==> src/rtl/jtopl_op_sinexp_pkg.sv <==
// jtopl_op_sinexp_pkg: shared waveform codes, widths and ROM content functions for the operator stage
package jtopl_op_sinexp_pkg;
  typedef enum logic [1:0] {WAV_SINE, WAV_HALF, WAV_ABS, WAV_PULSE} wav_e;
  localparam logic [12:0] ATT_MAX = 13'h1FFF;
  localparam int LSIN_W = 12;
  localparam int EXP_W = 10;
  localparam int OP_LAT = 3;
  localparam real PI = 3.14159265358979323846;
  function automatic int lsin_val(input int i);
    return $rtoi(-$ln($sin((real'(i) + 0.5) * PI / 512.0)) / $ln(2.0) * 256.0 + 0.5);
  endfunction
  function automatic int exp_val(input int i);
    return $rtoi(($pow(2.0, real'(i) / 256.0) - 1.0) * 1024.0 + 0.5);
  endfunction
endpackage

==> src/rtl/jtopl_op_rom.sv <==
// jtopl_op_rom: synchronous-read log-sine and exponent tables, advanced by the operator enable
module jtopl_op_rom
  import jtopl_op_sinexp_pkg::*;
(
  input  logic              clk,
  input  logic              rst,
  input  logic              cen,
  input  logic [7:0]        lsin_addr,
  input  logic [7:0]        exp_addr,
  output logic [LSIN_W-1:0] lsin,
  output logic [EXP_W-1:0]  exp_out
);
  logic [LSIN_W-1:0] lsin_tab [256];
  logic [EXP_W-1:0]  exp_tab  [256];
  for (genvar i = 0; i < 256; i++) begin : g_tab
    assign lsin_tab[i] = LSIN_W'(lsin_val(i));
    assign exp_tab[i]  = EXP_W'(exp_val(i));
  end
  always_ff @(posedge clk)
    if (rst) begin
      lsin    <= '0;
      exp_out <= '0;
    end else if (cen) begin
      lsin    <= lsin_tab[lsin_addr];
      exp_out <= exp_tab[exp_addr];
    end
endmodule

==> src/rtl/jtopl_op_sinexp.sv <==
// jtopl_op_sinexp: phase modulation, waveform shaping, log-sine/exp conversion and feedback history
module jtopl_op_sinexp
  import jtopl_op_sinexp_pkg::*;
#(
  parameter int CH = 9
) (
  input  logic        clk,
  input  logic        rst,
  input  logic        cenop,
  input  logic [9:0]  phase_IV,
  input  logic [9:0]  eg_V,
  input  logic [1:0]  wavsel_IV,
  input  logic [3:0]  ch_IV,
  input  logic        op_IV,
  input  logic        con_IV,
  input  logic [2:0]  fb_IV,
  output logic [12:0] op_VII,
  output logic        opsel_VII,
  output logic [3:0]  ch_VII
);
  logic signed [12:0] h1 [CH];
  logic signed [12:0] h2 [CH];
  logic signed [13:0] hsum;
  logic [9:0] pm_mod, pm, ph;
  logic [7:0] lsin_addr, exp_addr;
  logic [LSIN_W-1:0] lsin_V;
  logic [EXP_W-1:0] exp_VI;
  logic sign_IV, sil_IV, sign_V, aud_V, op_V, sign_VI, nz_VI, op_VI;
  logic [3:0] ch_V, ch_VI;
  logic [13:0] sum_V;
  logic [12:0] att_V;
  logic [4:0] sh_VI;
  logic [11:0] mag_VI;
  logic [12:0] res_VI;
  always_comb begin
    hsum = ch_IV < 4'(CH) ? 14'(h1[ch_IV]) + 14'(h2[ch_IV]) : '0;
    pm_mod = fb_IV == 3'd0 ? 10'd0 : 10'(hsum >>> (4'd9 - {1'b0, fb_IV}));
    pm = op_IV ? (con_IV ? 10'd0 : op_VII[10:1]) : pm_mod;
    ph = phase_IV + pm;
    lsin_addr = ph[8] ? ~ph[7:0] : ph[7:0];
    sil_IV = (wavsel_IV == WAV_HALF && ph[9]) || (wavsel_IV == WAV_PULSE && ph[8]);
    sign_IV = ph[9] && !wavsel_IV[1];
    sum_V = {2'b0, lsin_V} + {1'b0, eg_V, 3'b0};
    att_V = (!aud_V || sum_V[13]) ? ATT_MAX : sum_V[12:0];
    exp_addr = ~att_V[7:0];
    mag_VI = nz_VI ? {1'b1, exp_VI, 1'b0} >> sh_VI : '0;
    res_VI = sign_VI ? -{1'b0, mag_VI} : {1'b0, mag_VI};
  end
  jtopl_op_rom u_rom (
    .clk       (clk),
    .rst       (rst),
    .cen       (cenop),
    .lsin_addr (lsin_addr),
    .exp_addr  (exp_addr),
    .lsin      (lsin_V),
    .exp_out   (exp_VI)
  );
  // aud_V and nz_VI reset low so flushed stages emit exact zeros
  always_ff @(posedge clk)
    if (rst) begin
      sign_V    <= 1'b0;
      aud_V     <= 1'b0;
      op_V      <= 1'b0;
      ch_V      <= '0;
      sign_VI   <= 1'b0;
      nz_VI     <= 1'b0;
      sh_VI     <= '0;
      op_VI     <= 1'b0;
      ch_VI     <= '0;
      op_VII    <= '0;
      opsel_VII <= 1'b0;
      ch_VII    <= '0;
    end else if (cenop) begin
      sign_V    <= sign_IV;
      aud_V     <= !sil_IV;
      op_V      <= op_IV;
      ch_V      <= ch_IV;
      sign_VI   <= sign_V;
      nz_VI     <= att_V[12:8] < 5'd11;
      sh_VI     <= att_V[12:8];
      op_VI     <= op_V;
      ch_VI     <= ch_V;
      op_VII    <= res_VI;
      opsel_VII <= op_VI;
      ch_VII    <= ch_VI;
    end
  always_ff @(posedge clk)
    if (rst) begin
      for (int i = 0; i < CH; i++) begin
        h1[i] <= '0;
        h2[i] <= '0;
      end
    end else if (cenop && !opsel_VII && ch_VII < 4'(CH)) begin
      h1[ch_VII] <= op_VII;
      h2[ch_VII] <= h1[ch_VII];
    end
endmodule

==> config.mk <==
export PLATFORM = sky130hd
export DESIGN_NAME = jtopl_op_sinexp
export DESIGN_NICKNAME = d
export VERILOG_FILES = /design/src/rtl/jtopl_op_sinexp_pkg.sv /design/src/rtl/jtopl_op_rom.sv /design/src/rtl/jtopl_op_sinexp.sv
export SDC_FILE = /design/constraint.sdc
export NUM_CORES = 1
export LEC_CHECK = 0
export BUFFER_PORTS_ARGS = -buffer_cell sky130_fd_sc_hd__buf_2
export CORE_MARGIN = 5
export CORE_UTILIZATION = 30
export CTS_BUF_LIST = sky130_fd_sc_hd__clkbuf_4 sky130_fd_sc_hd__clkbuf_8 sky130_fd_sc_hd__clkbuf_16
export DETAILED_ROUTE_END_ITERATION = 10
export GPL_TIMING_DRIVEN = 0
export REMOVE_ABC_BUFFERS = 1
export SKIP_LAST_GASP = 1
export SLEW_MARGIN = 20
export SYNTH_ARGS = -nofsm -noshare
export SYNTH_HDL_FRONTEND = slang
export SYNTH_SLANG_ARGS = --single-unit
export TNS_END_PERCENT = 10
==> constraint.sdc <==
create_clock -name clk -period 8.1 [get_ports clk]
set_clock_uncertainty 0.2 [all_clocks]
set_input_delay 0 -clock clk [delete_from_list [all_inputs] [get_ports clk]]
set_output_delay 0 -clock clk [all_outputs]
set_load 0.1 [all_outputs]
* Word-level counts from Yosys, hierarchy flattened
Memory sizes are Yosys's and may differ from the RTL's. A register that Yosys moved wholly into a read port is not among the register bits. Cells that the tools add are included.
Word-level totals: register bits 37, RAM bits 234, ROM bits 5632, bits of input ports 34, output and inout bits 18, memories kept 4
Cells by class: $add $sub $neg 5, magnitude comparators 3, equality and inequality tests 2, shifts and indexed selects 2, muxes and demuxes 21, bitwise logic cells 4, reduce and logical (&&, ||, !) cells 14
Memory list:
- (name not given) | words 256, bits a word 12, read ports 1, clocked after Yosys merged registers in 1, write ports 0, line jtopl_op_rom.sv:24 | lsin <= lsin_tab[lsin_addr];
- (name not given) | words 256, bits a word 10, read ports 1, clocked after Yosys merged registers in 1, write ports 0, line jtopl_op_rom.sv:25 | exp_out <= exp_tab[exp_addr];
- h1 | words 9, bits a word 13, read ports 2, clocked after Yosys merged registers in 1, write ports 9, line jtopl_op_sinexp.sv:21 | logic signed [12:0] h1 [CH];
- h2 | words 9, bits a word 13, read ports 1, clocked after Yosys merged registers in 0, write ports 9, line jtopl_op_sinexp.sv:22 | logic signed [12:0] h2 [CH];
Operators by type and width (count):
- two-way mux 13 bit | 4
- two-way mux 10 bit | 3
- OR reduction 13 bit | 2
- inverter 8 -> 9 bit | 2
- two-way mux 4 bit | 4
- inverter 8 bit | 2
- adder 12 x 13 -> 14 bit | 1
- adder 13 x 13 -> 14 bit | 1
- two-way mux 14 bit | 1
- >>> shifter 14 x 4 -> 10 bit | 1
- negation 12 -> 13 bit | 1
- two-way mux 12 bit | 1
- >> shifter 12 x 5 -> 12 bit | 1
- adder 10 bit | 1
- < comparator 4 bit, second input constant | 2
- two-way mux 8 bit | 1
- two-way mux 1 bit | 7
- logical AND 1 bit | 5
- < comparator 5 x 4 -> 1 bit, second input constant | 1
- zero test 1 bit | 4
- subtractor 4 x 3 -> 4 bit, first input constant | 1
- zero test 3 bit | 1
- == test 2 x 1 -> 1 bit, second input constant | 1
- == test 2 bit, second input constant | 1
- logical OR 1 bit | 2

* Logic depth before layout (Yosys ltp)
Gate-level depths: netlist of the first run. An unclocked memory read counts as a cell.
depth after elaboration 10, mapped depth 41

* Cells and area by module
A second synthesis of the first run with hierarchy kept.
Unflattened totals: cells, all modules 2442, area total of the unflattened synthesis 28890.2 sq um
By module, submodules not included:
- jtopl_op_sinexp | instances 1, cells an instance 1576, area each 23084.6 sq um
- jtopl_op_rom | instances 1, cells an instance 866, area each 5805.6 sq um

* Worst setup path after synthesis of the first run
No wires, ideal clock.
path kind input-to-reg, start point input port ch_IV[0], end point register u_rom.lsin[0], setup time 81 ps, arrival time 8535 ps, required time 7819 ps, setup slack -715 ps, stages 38, cell sequence clkbuf_1 clkbuf_1 buf_1 mux4_2 mux4_2 ha_1 inv_1 fa_1 nor2b_1 or4_4 a2111oi_2 nor2_1 xor2_1 a21bo_2 nand3_1 o21ai_0 mux2i_1 o21ai_0 [... 2 more ...] a21oi_1 o211a_1 nor3_2 buf_4 nor2_4 buf_6 buf_2 nand2_1 nand2_1 inv_1 ha_1 clkbuf_1 clkbuf_1 clkbuf_1 o22ai_1 o311ai_0 nand3_1 a41oi_1
On the way: longest elaborated chain between the ends 10, elaborated cells on any way between the ends 12, classes of those cells 2 x add/sub; 1 x order compare; 1 x shift; 4 x mux; 2 x bitwise; 2 x memory
RTL lines:
- from (decl) | line jtopl_op_sinexp.sv:13 | input logic [3:0] ch_IV,
- memory (9 x 13 bit), on equally long branches
- adder 13 x 13 -> 14 bit | line jtopl_op_sinexp.sv:36 | hsum = ch_IV < 4'(CH) ? 14'(h1[ch_IV]) + 14'(h2[ch_IV]) : '0;
- two-way mux 14 bit * | line jtopl_op_sinexp.sv:36
- >>> shifter 14 x 4 -> 10 bit * | line jtopl_op_sinexp.sv:37 | pm_mod = fb_IV == 3'd0 ? 10'd0 : 10'(hsum >>> (4'd9 - {1'b0, fb_IV}));
- two-way mux 10 bit * | line jtopl_op_sinexp.sv:37
- two-way mux 10 bit * | line jtopl_op_sinexp.sv:38 | pm = op_IV ? (con_IV ? 10'd0 : op_VII[10:1]) : pm_mod;
- adder 10 bit * | line jtopl_op_sinexp.sv:39 | ph = phase_IV + pm;
- inverter 8 bit | line jtopl_op_sinexp.sv:40 | lsin_addr = ph[8] ? ~ph[7:0] : ph[7:0];
- two-way mux 8 bit * | line jtopl_op_sinexp.sv:40
- inverter 8 -> 9 bit (not written as such) * | line jtopl_op_rom.sv:24
- to (decl) | line jtopl_op_rom.sv:10 | output logic [LSIN_W-1:0] lsin,
Every way passes the cells marked *; elsewhere a longest branch is shown, timed or not. A chain may end at the register's enable or synchronous reset.

* Worst setup path after layout of the first run
start point memory h2[15][0], end point register u_rom.lsin[0]
On the way: longest elaborated chain between the ends 10
RTL lines (line):
- from (decl) | jtopl_op_sinexp.sv:22
- memory (9 x 13 bit) *
- adder 13 x 13 -> 14 bit * | jtopl_op_sinexp.sv:36
- two-way mux 14 bit * | jtopl_op_sinexp.sv:36
- >>> shifter 14 x 4 -> 10 bit * | jtopl_op_sinexp.sv:37
- two-way mux 10 bit * | jtopl_op_sinexp.sv:37
- two-way mux 10 bit * | jtopl_op_sinexp.sv:38
- adder 10 bit * | jtopl_op_sinexp.sv:39
- inverter 8 bit | jtopl_op_sinexp.sv:40
- two-way mux 8 bit * | jtopl_op_sinexp.sv:40
- inverter 8 -> 9 bit (not written as such) * | jtopl_op_rom.sv:24
Marks and branches as above.

==> results.txt, run 1 <==
The number of buffers created by CTS came out at 48. The logs give 0.03018 sq mm for the mapped cell area and 108 for the number of distinct standard cells referenced by the synthesized netlist. The commonest cells after synthesis are sky130_fd_sc_hd__edfxtp_1 (416), sky130_fd_sc_hd__nor2_1 (271), sky130_fd_sc_hd__nand2_1 (201).

Derived from the worst setup path, the maximum achievable clock frequency is 124.7 MHz. The register clock-pin slew on the reported worst setup and hold paths came out at 0.07 ns. The family with the most delay on the worst path is compound AO/OA/AOI/OAI gates. The area fraction in compound gates after synthesis was 16.63%. The run finished with clean final reports. The category of the most critical setup path is flop to flop.

By area the synthesized netlist is led by sky130_fd_sc_hd__edfxtp_1 (41%), sky130_fd_sc_hd__mux4_2 (14%), sky130_fd_sc_hd__dfxtp_1 (4.2%). In this run the clock root is driven by a sky130_fd_sc_hd__clkbuf_16. The clock period minus final worst setup slack is 8.021 ns. Among all stages on the critical path, the largest delay is contributed by sky130_fd_sc_hd__o21ai_1. The biggest fanout along the worst timing path works out to 9.

The routed design has 95.39 mm of wire. Setup repair after global routing could not meet its margin everywhere. Once detail routing completed, the nets flagged for antenna violations numbered 0. Cells fill 35.26% of the core in the end.

After the first detailed-routing iteration, the DRC count stood at 3,216. The post-route netlist has 20.20% of its cells at a drive strength greater than 1. Across the run, the number of max-cap violations was 0. sky130_fd_sc_hd__edfxtp_1 takes more of the synthesized area than any other cell.

Clock tree synthesis found a total of 479 sinks. Summing the areas of all fa, ha and maj instances in the mapped netlist gives 2.670% of the synthesized area. The initial core utilization is 30.18%, and the H-tree depth reported by CTS is 2.

The share of the clock period used by the worst path is 99.03%, and the setup slack of the most critical reg-to-reg path is 0.08 ns. Power spread over the standard cell area amounts to 286.9 mW/mm^2. The maximum ir drop on the vdd rail is 0.3849 mV. After synthesis, the largest family of logic cells by area is compound AO/OA/AOI/OAI gates. In this run the count of I/O pins placed on the die edge is 52. For this run, the number of Yosys warnings is 0.

For this run, design rule violations remaining after detail routing come to 0. The worst pin sits at a relative slew slack of 22.66%. The first global-routing pass estimated 142.3 mm of wire.

The logs give 3 for the initial antenna violation count and 4,010 for the number of placed instances, taps included. The area inside the core boundary was 0.1000 sq mm; the layout overhead on the synthesized area was 16.85%. Detailed placement ended at an HPWL of 60.98 mm. Measured along the y axis, the die boundary spans 327.2 microns.

The clock latency on the worst-skew pair is 0.60 ns. The share of flip-flops with an asynchronous set or reset after synthesis was 0%. The critical path buffer and inverter count works out to 1.

The run gives 23,079 as the number of global-route vias before repair. TritonCTS built the clock tree. After filler insertion, the fill cell instance count of the layout stands at 9,854. STA classifies the critical path endpoint as a flop. The number of synthesized register bits is 479. The post-detailed-route wirelength per cell was 22.87 microns. Data on the critical path is required at its endpoint by 8.40 ns.

The simple-gate portion of the synthesized area was 12.76%; the die span in x was 327.2 microns. The run gives 75 as the maximum number of pins on one net before global-route repair. For the global route total overflow, the log shows 0. STA classifies the critical path startpoint as a flop. In this run the mean area of a mapped cell was 11.20 sq um. The congestion estimate from routability-driven global placement came to 0.9615. Detailed routing inserted a total of 24,339 vias. At the pin with the least slew margin, the transition time is 1.152 ns. On the final layout, the worst hold slack is 0.04439 ns. For the worst setup path, the data arrival time is 8.32 ns.

The most used flip-flop cell after synthesis was sky130_fd_sc_hd__edfxtp_1. The maximum clock path buffer count is 3. Setup violations remaining at the end of the flow were counted as 0. In this run the biggest area consumer among cell types represents 41.40% of the synthesized area.

The min-delay analysis places its worst path in the category input pin to flop. Leading cell type by number of instances after synthesis: sky130_fd_sc_hd__edfxtp_1. The final-report hold violation count was 0. Sequential cells were found to cover 45.58% of the synthesized design area. The number of buffer cells added on primary ports works out to 51.

The floorplan has 116 rows. The xor/xnor cell area share of the yosys netlist was 1.580%; the final standard cell count with taps included and fillers excluded was 4,171. The number of pins exceeding their max-slew limit in the final report is 0, and the final-stage net count is 2,931.

In the routed layout, each cell is associated on average with a via count of 5.835. The count of mapped cells out of synthesis is 2,695, and the area enclosed by the die boundary is 0.1070 sq mm. The first-pass detailed-route iteration total is 7, and the mux cell area share after synthesis is 16.56%. The delay of the slowest cell on the worst path was 0.92 ns. For this run, the total global-route usage over all layers was measured as 16.93%. Yosys mapped a number of flops with a built-in enable equal to 416. The run gives 12.76 nW as the static leakage.
state kept, by name, indices dropped and copies added (netlist names), named ones only:
signal,cells
h2,208
h1,208
aud_V,1
sign_VI,1
op_V,1
ch_VII,4
opsel_VII,1
nz_VI,1
ch_V,4
u_rom.exp_out,10
sign_V,1
op_VI,1
ch_VI,4
sh_VI,5
op_VII,13
u_rom.lsin,12
worst reg2reg max path: stages (launching register included):
cell,delay [ns]
sky130_fd_sc_hd__edfxtp_1,0.36
sky130_fd_sc_hd__mux4_2,0.48
sky130_fd_sc_hd__mux4_2,0.59
sky130_fd_sc_hd__ha_4,0.22
sky130_fd_sc_hd__inv_1,0.08
sky130_fd_sc_hd__fa_2,0.22
sky130_fd_sc_hd__nor2b_1,0.06
sky130_fd_sc_hd__or4_4,0.44
sky130_fd_sc_hd__a2111oi_4,0.39
sky130_fd_sc_hd__o31ai_2,0.12
sky130_fd_sc_hd__a21oi_2,0.15
sky130_fd_sc_hd__xnor2_1,0.19
sky130_fd_sc_hd__a31oi_1,0.14
sky130_fd_sc_hd__o22ai_1,0.29
sky130_fd_sc_hd__a22oi_1,0.10
sky130_fd_sc_hd__o21ai_0,0.33
sky130_fd_sc_hd__ha_4,0.33
sky130_fd_sc_hd__o21ai_0,0.22
sky130_fd_sc_hd__nor2_1,0.15
sky130_fd_sc_hd__o21ai_1,0.92
sky130_fd_sc_hd__a21oi_1,0.17
sky130_fd_sc_hd__nor2_1,0.60
sky130_fd_sc_hd__o22ai_1,0.15
sky130_fd_sc_hd__o311ai_0,0.53
sky130_fd_sc_hd__nand3_1,0.20
sky130_fd_sc_hd__a41oi_2,0.28
stage by stage:
step                      setup WS, ns  instance area (sq um)   TNS, ns  power (mW)
after floorplan                -0.1872                  29780   -0.3405       5.796
final                          0.07881                  35260         0       10.12
after detailed placement        -2.943                  32500    -25.76       7.168
after global routing          -0.04710                  35260   -0.1883       10.51
after CTS                     -0.06629                  34870   -0.1380       9.787
after global placement          -6.102                  31660  -1145.69       7.110
layout make-up:
cell class / count / area (sq um) / area share [%]
clock inverters: 20 / 242.7 / 0.6884
multi-input cells: 2100 / 16470 / 46.71
well taps: 1298 / 1624 / 4.606
repair buffers: 156 / 1560 / 4.425
clock buffers: 65 / 1390 / 3.942
flip-flops and latches: 479 / 13760 / 39.04
inverters: 51 / 203.9 / 0.5784
diodes: 2 / 5.005 / 0.01419
cell usage in the layout, fill, tap and decap left out, types with 11 or more instances in the layout:
master / netlist / final
sky130_fd_sc_hd__edfxtp_1: 416 / 416
sky130_fd_sc_hd__nor2_1: 271 / 265
sky130_fd_sc_hd__nand2_1: 201 / 195
sky130_fd_sc_hd__mux4_2: 186 / 186
sky130_fd_sc_hd__conb_1: 1 / 182
sky130_fd_sc_hd__a21oi_1: 146 / 140
sky130_fd_sc_hd__o21ai_0: 135 / 126
sky130_fd_sc_hd__and3_1: 86 / 86
sky130_fd_sc_hd__o211ai_1: 59 / 59
sky130_fd_sc_hd__dfxtp_1: 63 / 58
sky130_fd_sc_hd__nand3_1: 59 / 57
sky130_fd_sc_hd__buf_2: 34 / 55
sky130_fd_sc_hd__mux2i_1: 56 / 54
sky130_fd_sc_hd__clkbuf_16: 0 / 49
sky130_fd_sc_hd__buf_4: 4 / 49
sky130_fd_sc_hd__nor3_1: 47 / 45
sky130_fd_sc_hd__and2_1: 47 / 45
sky130_fd_sc_hd__inv_1: 46 / 43
sky130_fd_sc_hd__ha_1: 58 / 42
sky130_fd_sc_hd__o22ai_1: 39 / 39
sky130_fd_sc_hd__a211oi_1: 34 / 33
sky130_fd_sc_hd__o21ai_1: 24 / 27
sky130_fd_sc_hd__xnor2_1: 32 / 25
sky130_fd_sc_hd__a31oi_1: 26 / 25
sky130_fd_sc_hd__mux2_2: 22 / 22
sky130_fd_sc_hd__dlygate4sd3_1: 0 / 20
sky130_fd_sc_hd__nand2b_1: 28 / 19
sky130_fd_sc_hd__a221oi_1: 20 / 19
sky130_fd_sc_hd__o31ai_1: 21 / 19
sky130_fd_sc_hd__buf_16: 0 / 18
sky130_fd_sc_hd__a21o_1: 17 / 17
sky130_fd_sc_hd__a22oi_1: 15 / 15
sky130_fd_sc_hd__nor4_1: 15 / 14
sky130_fd_sc_hd__o221ai_1: 14 / 14
sky130_fd_sc_hd__a311oi_1: 13 / 11
sky130_fd_sc_hd__o2111ai_1: 12 / 11
sky130_fd_sc_hd__a211o_1: 11 / 11
logic make-up after synthesis:
logic type               Yosys count
other                              1
XOR/XNOR                          48
adder cells (fa/ha/maj)           63
multiplexers                     264
buffers and inverters            302
AND/OR/NAND/NOR                  809
AO/OA/AOI/OAI                    729
flip-flops                       479
power by group:
group	switching, mW	internal (mW)
clock network	0.969	1.33
registers	0.134	2.84
logic	3.15	1.69
what timing repair did:
item                                    4_1_cts  5_1_grt
hold buffers                                 21        0
pin swaps                                    19       19
cloned                                        4        1
endpoints found under the setup margin       12       12
endpoints found under the hold margin        54        0
resized for setup                            55       54
setup buffers                                30       18
path summary, 6_finish.rpt:
kind	from	endpoint	cells after the start
max reg2reg	h2[15][0]$_DFFE_PP_	u_rom.lsin[0]$_SDFFE_PP0P_	25
max	h2[15][0]$_DFFE_PP_	u_rom.lsin[0]$_SDFFE_PP0P_	25
min	ch_IV[2]	ch_V[2]$_SDFFE_PP0P_	3
min reg2reg	u_rom.lsin[11]$_SDFFE_PP0P_	u_rom.lsin[11]$_SDFFE_PP0P_	2
per-layer routing:
layer	vias to the layer above	track usage [%]	wire length (microns)
li1	10609	-	-
met1	12072	23.65	39890
met2	1390	26.22	42570
met3	268	3.613	9396
met4	0	5.793	3532
met5	-	0	0
(Power assumes the default switching activity.)
==> run 2, diff against run 1 <==
CTS_BUF_LIST = default   (was sky130_fd_sc_hd__clkbuf_4 sky130_fd_sc_hd__clkbuf_8 sky130_fd_sc_hd__clkbuf_16)
==> run 2 against run 1 <==
  * Combinational power barely moved
  * Sequential power barely moved
  * Maximum frequency down 0.50%
  * Final cell count unchanged
  * First-iteration DRC count down 4.6%
  * Via count fell by 0.72%
==> results.txt, run 2 (same netlist as run 1, synthesis figures left out) <==
STA classifies the critical path startpoint as a flop. The setup slack of the most critical reg-to-reg path was 0.04 ns (-0.04 ns); the number of buffer cells added on primary ports was 51 (unchanged). Number of cells traversed by the worst register-to-register path: 26 (+4.0%).

The number of buffers created by CTS came out at 48 (unchanged). The library cell used as clock root buffer was sky130_fd_sc_hd__clkbuf_16. The worst hold path startpoint is ch_IV[2]. The biggest fanout along the worst timing path was 9 (unchanged).

Leaving out fill and tap cells, the most frequent cell in the layout is sky130_fd_sc_hd__edfxtp_1. Setup repair after global routing could not meet its margin everywhere. The power spent charging and discharging nets is 4.251 mW (-0.13%). The tools report the area enclosed by the die boundary as 0.1070 sq mm (unchanged).

STA classifies the critical path endpoint as a flop. The power share of the sequential group was 29.5% (about the same); the first-pass detailed-route iteration total was 6 (-1). The total setup violations reported at the end of the flow came out at 0 (unchanged). The part of the power in combinational logic is 48.0% (about the same), and the switching share of power is 42.17% (+0.093 points).

The worst slack at placement is -2.943 ns (unchanged). The number of fillers in the final layout is 9,860 (+0.061%), and the maximum achievable frequency is 124.1 MHz (-0.50%). The total routed wirelength came out at 95.16 mm (-0.25%). The tools report the headroom to the max-slew limit as 19.16% (-3.5 points). Area used by multi-input combinational logic: 0.01647 sq mm (unchanged). The tools report the site row count as 116 (unchanged). The register clock-pin slew on the reported worst setup and hold paths came out at 0.07 ns (about the same).

The tightest min-delay check is of the input pin to flop type. Fraction of final layout cells with drive strength greater than 1: 19.89% (-0.31 points). The initial core utilization came out at 30.18% (unchanged). The transition time at the pin with the least slew margin is 1.205 ns (+0.05220 ns), and the number of global-route vias before repair is 23,049 (-0.13%). In the final layout, the registers with the most flip-flops are h1 (208), h2 (208), op_VII (13). Number of DRC markers in iteration 0: 3,069 (-4.6%). The I/O pin total came out at 52 (unchanged). Final-stage net count: 2,931 (unchanged).

The maximum number of pins on one net before global-route repair is 75 (unchanged). The worst hold path cell count came out at 3 (unchanged). The sink of the worst hold path was ch_V[2]$_SDFFE_PP0P_.

Startpoint of the worst-slack reg-to-reg timing path: h2[15][0]$_DFFE_PP_. The number of routed nets with antenna violations is 0 (unchanged), and the number of vias per cell after detailed routing is 5.793 (-0.72%). The count of max-cap constraint violations was 0 (unchanged).

The share of the clock period used by the worst path was 99.52% (+0.49 points). The library cells used most frequently in the layout, excluding fill and tap cells, are sky130_fd_sc_hd__edfxtp_1 (416), sky130_fd_sc_hd__nor2_1 (265), sky130_fd_sc_hd__nand2_1 (195). Die span in x: 327.2 microns (unchanged). The maximum ir drop on the vdd rail is 0.3905 mV (+1.4%), and the worst path required time is 8.37 ns (-0.03 ns). The flow ran to the end, and the final reports show no timing, DRC or antenna violations.

In this run the critical register-to-register path is captured at u_rom.lsin[6]$_SDFFE_PP0P_. The overall routing resource usage was 16.94% (about the same); the worst-case setup margin in the final layout was 0.03880 ns (-0.04001 ns). Power density of the placed cells: 286.1 mW/mm^2 (-0.26%). The logs give 0 (unchanged) for the count of unresolved DRC violations after routing and 22.6% (-0.2 points) for the clock network fraction of design power. The maximum clock path buffer count is 3 (unchanged), and the die boundary height is 327.2 microns (unchanged). The final-report hold violation count is 0 (unchanged), and the sequential standard cell area is 0.01376 sq mm (unchanged).

The setup total negative slack is 0 ns (unchanged). The number of pins exceeding their max-slew limit in the final report is 0 (unchanged), and the layout overhead on the synthesized area is 16.74% (about the same). The wire length of the first global-routing pass is 142.3 mm (unchanged). TritonCTS built the clock tree. The area inside the core boundary was 0.1000 sq mm (unchanged); the static leakage was 12.73 nW (-0.24%). The clock period minus final worst setup slack is 8.061 ns (+0.04001 ns). For the H-tree depth reported by CTS, the log shows 2 (unchanged).

The data arrival at the endpoint of the critical path came out at 8.33 ns (about the same). For the placer congestion estimate, the log shows 0.9615 (unchanged). The cell-internal power was 5.829 mW (-0.51%); the count of clock tree sinks was 479 (unchanged).

The clock latency on the worst-skew pair was 0.61 ns (about the same). The final HPWL from detailed placement is 60.98 mm (unchanged). Post-route worst hold slack: 0.04864 ns (+0.004244 ns). The post-detailed-route wirelength per cell works out to 22.81 microns (-0.25%).

Vias after detailed routing: 24,164 (-0.72%). By startpoint and endpoint, the worst setup path is classified as flop to flop. The logs give 0 (unchanged) for the global route total overflow and 3 (unchanged) for the initial antenna violation count.
[run 2: cell counts in the layout (fill, tap and decap cells not counted)]
Identical to the previous run, type by type.
[run 2: power groups by stage]
stage	sequential, mW	combinational [mW]	clock, mW
floorplan	3.00	2.80	0
global placement	3.04	4.07	0
detailed placement	3.02	4.15	0
CTS	2.97	4.46	2.32
global route	2.99	5.07	2.43
finish	2.97	4.84	2.27
[run 2: cell type report]
class,instances,area share [%]
multi-input combinational,2100,46.76
sequential,479,39.07
tap,1298,4.610
timing repair buffer,156,4.429
clock buffer,65,3.850
clock inverter,20,0.6890
inverter,51,0.5789
antenna,2,0.01421
[run 2: worst max-delay path: stages, from the launching register on]
cell	delay (ns)
sky130_fd_sc_hd__edfxtp_1	0.36
sky130_fd_sc_hd__mux4_2	0.48
sky130_fd_sc_hd__mux4_2	0.58
sky130_fd_sc_hd__ha_4	0.21
sky130_fd_sc_hd__inv_1	0.08
sky130_fd_sc_hd__fa_2	0.22
sky130_fd_sc_hd__nor2b_1	0.06
sky130_fd_sc_hd__or4_4	0.44
sky130_fd_sc_hd__a2111oi_4	0.39
sky130_fd_sc_hd__o31ai_2	0.12
sky130_fd_sc_hd__a21oi_2	0.15
sky130_fd_sc_hd__xnor2_1	0.19
sky130_fd_sc_hd__a31oi_1	0.13
sky130_fd_sc_hd__o22ai_1	0.29
sky130_fd_sc_hd__a22oi_1	0.10
sky130_fd_sc_hd__o21ai_0	0.33
sky130_fd_sc_hd__ha_4	0.33
sky130_fd_sc_hd__o21ai_0	0.22
sky130_fd_sc_hd__nor2_1	0.15
sky130_fd_sc_hd__o21ai_1	0.96
sky130_fd_sc_hd__nand2_1	0.52
sky130_fd_sc_hd__a221o_1	0.42
sky130_fd_sc_hd__o21ai_0	0.07
sky130_fd_sc_hd__a21oi_1	0.09
sky130_fd_sc_hd__o311ai_0	0.51
sky130_fd_sc_hd__o311a_1	0.26
sky130_fd_sc_hd__nor3_1	0.05
[run 2: routing by layer]
| layer | wire, microns | global-route usage [%] | share of wire [%] | vias up |
|---|---|---|---|---|
| met5 | 0 | 0 | 0 | - |
| met4 | 3659 | 5.756 | 3.8 | 0 |
| met3 | 9403 | 3.619 | 9.9 | 278 |
| met2 | 42430 | 26.24 | 45 | 1373 |
| met1 | 39670 | 23.66 | 42 | 11893 |
| li1 | - | - | - | 10620 |
[run 2: how the worst max path moves through the flow]
| stage | startpoint | to | slack (ns) |
|---|---|---|---|
| CTS | h2[15][0]$_DFFE_PP_ | u_rom.lsin[4]$_SDFFE_PP0P_ | -0.07 |
| finish | h2[15][0]$_DFFE_PP_ | u_rom.lsin[6]$_SDFFE_PP0P_ | 0.04 |
| global placement | ch_IV[0] | u_rom.lsin[3]$_SDFFE_PP0P_ | -6.10 |
| floorplan | h1[15][0]$_DFFE_PP_ | u_rom.lsin[1]$_SDFFE_PP0P_ | -0.19 |
| global route | h2[15][0]$_DFFE_PP_ | u_rom.lsin[4]$_SDFFE_PP0P_ | -0.05 |
| detailed placement | ch_IV[0] | u_rom.lsin[3]$_SDFFE_PP0P_ | -2.94 |
[run 2: stage by stage]
step	power [mW]	utilization (%)	instances	instance area, sq um
detailed placement	7.168	32.50	4010	32500
global placement	7.110	31.66	3974	31660
CTS	9.758	34.83	4150	34830
floorplan	5.796	-	2625	29780
global route	10.49	35.22	4169	35220
finish	10.08	35.23	4171	35230
[run 2: repair_timing]
action / CTS / global route
gates resized for setup: 55 / 54
endpoints found under the hold margin: 54 / 0
setup buffers: 30 / 18
gates cloned: 4 / 1
hold buffers: 21 / 0
pin swaps: 19 / 19
setup endpoints to repair: 12 / 12
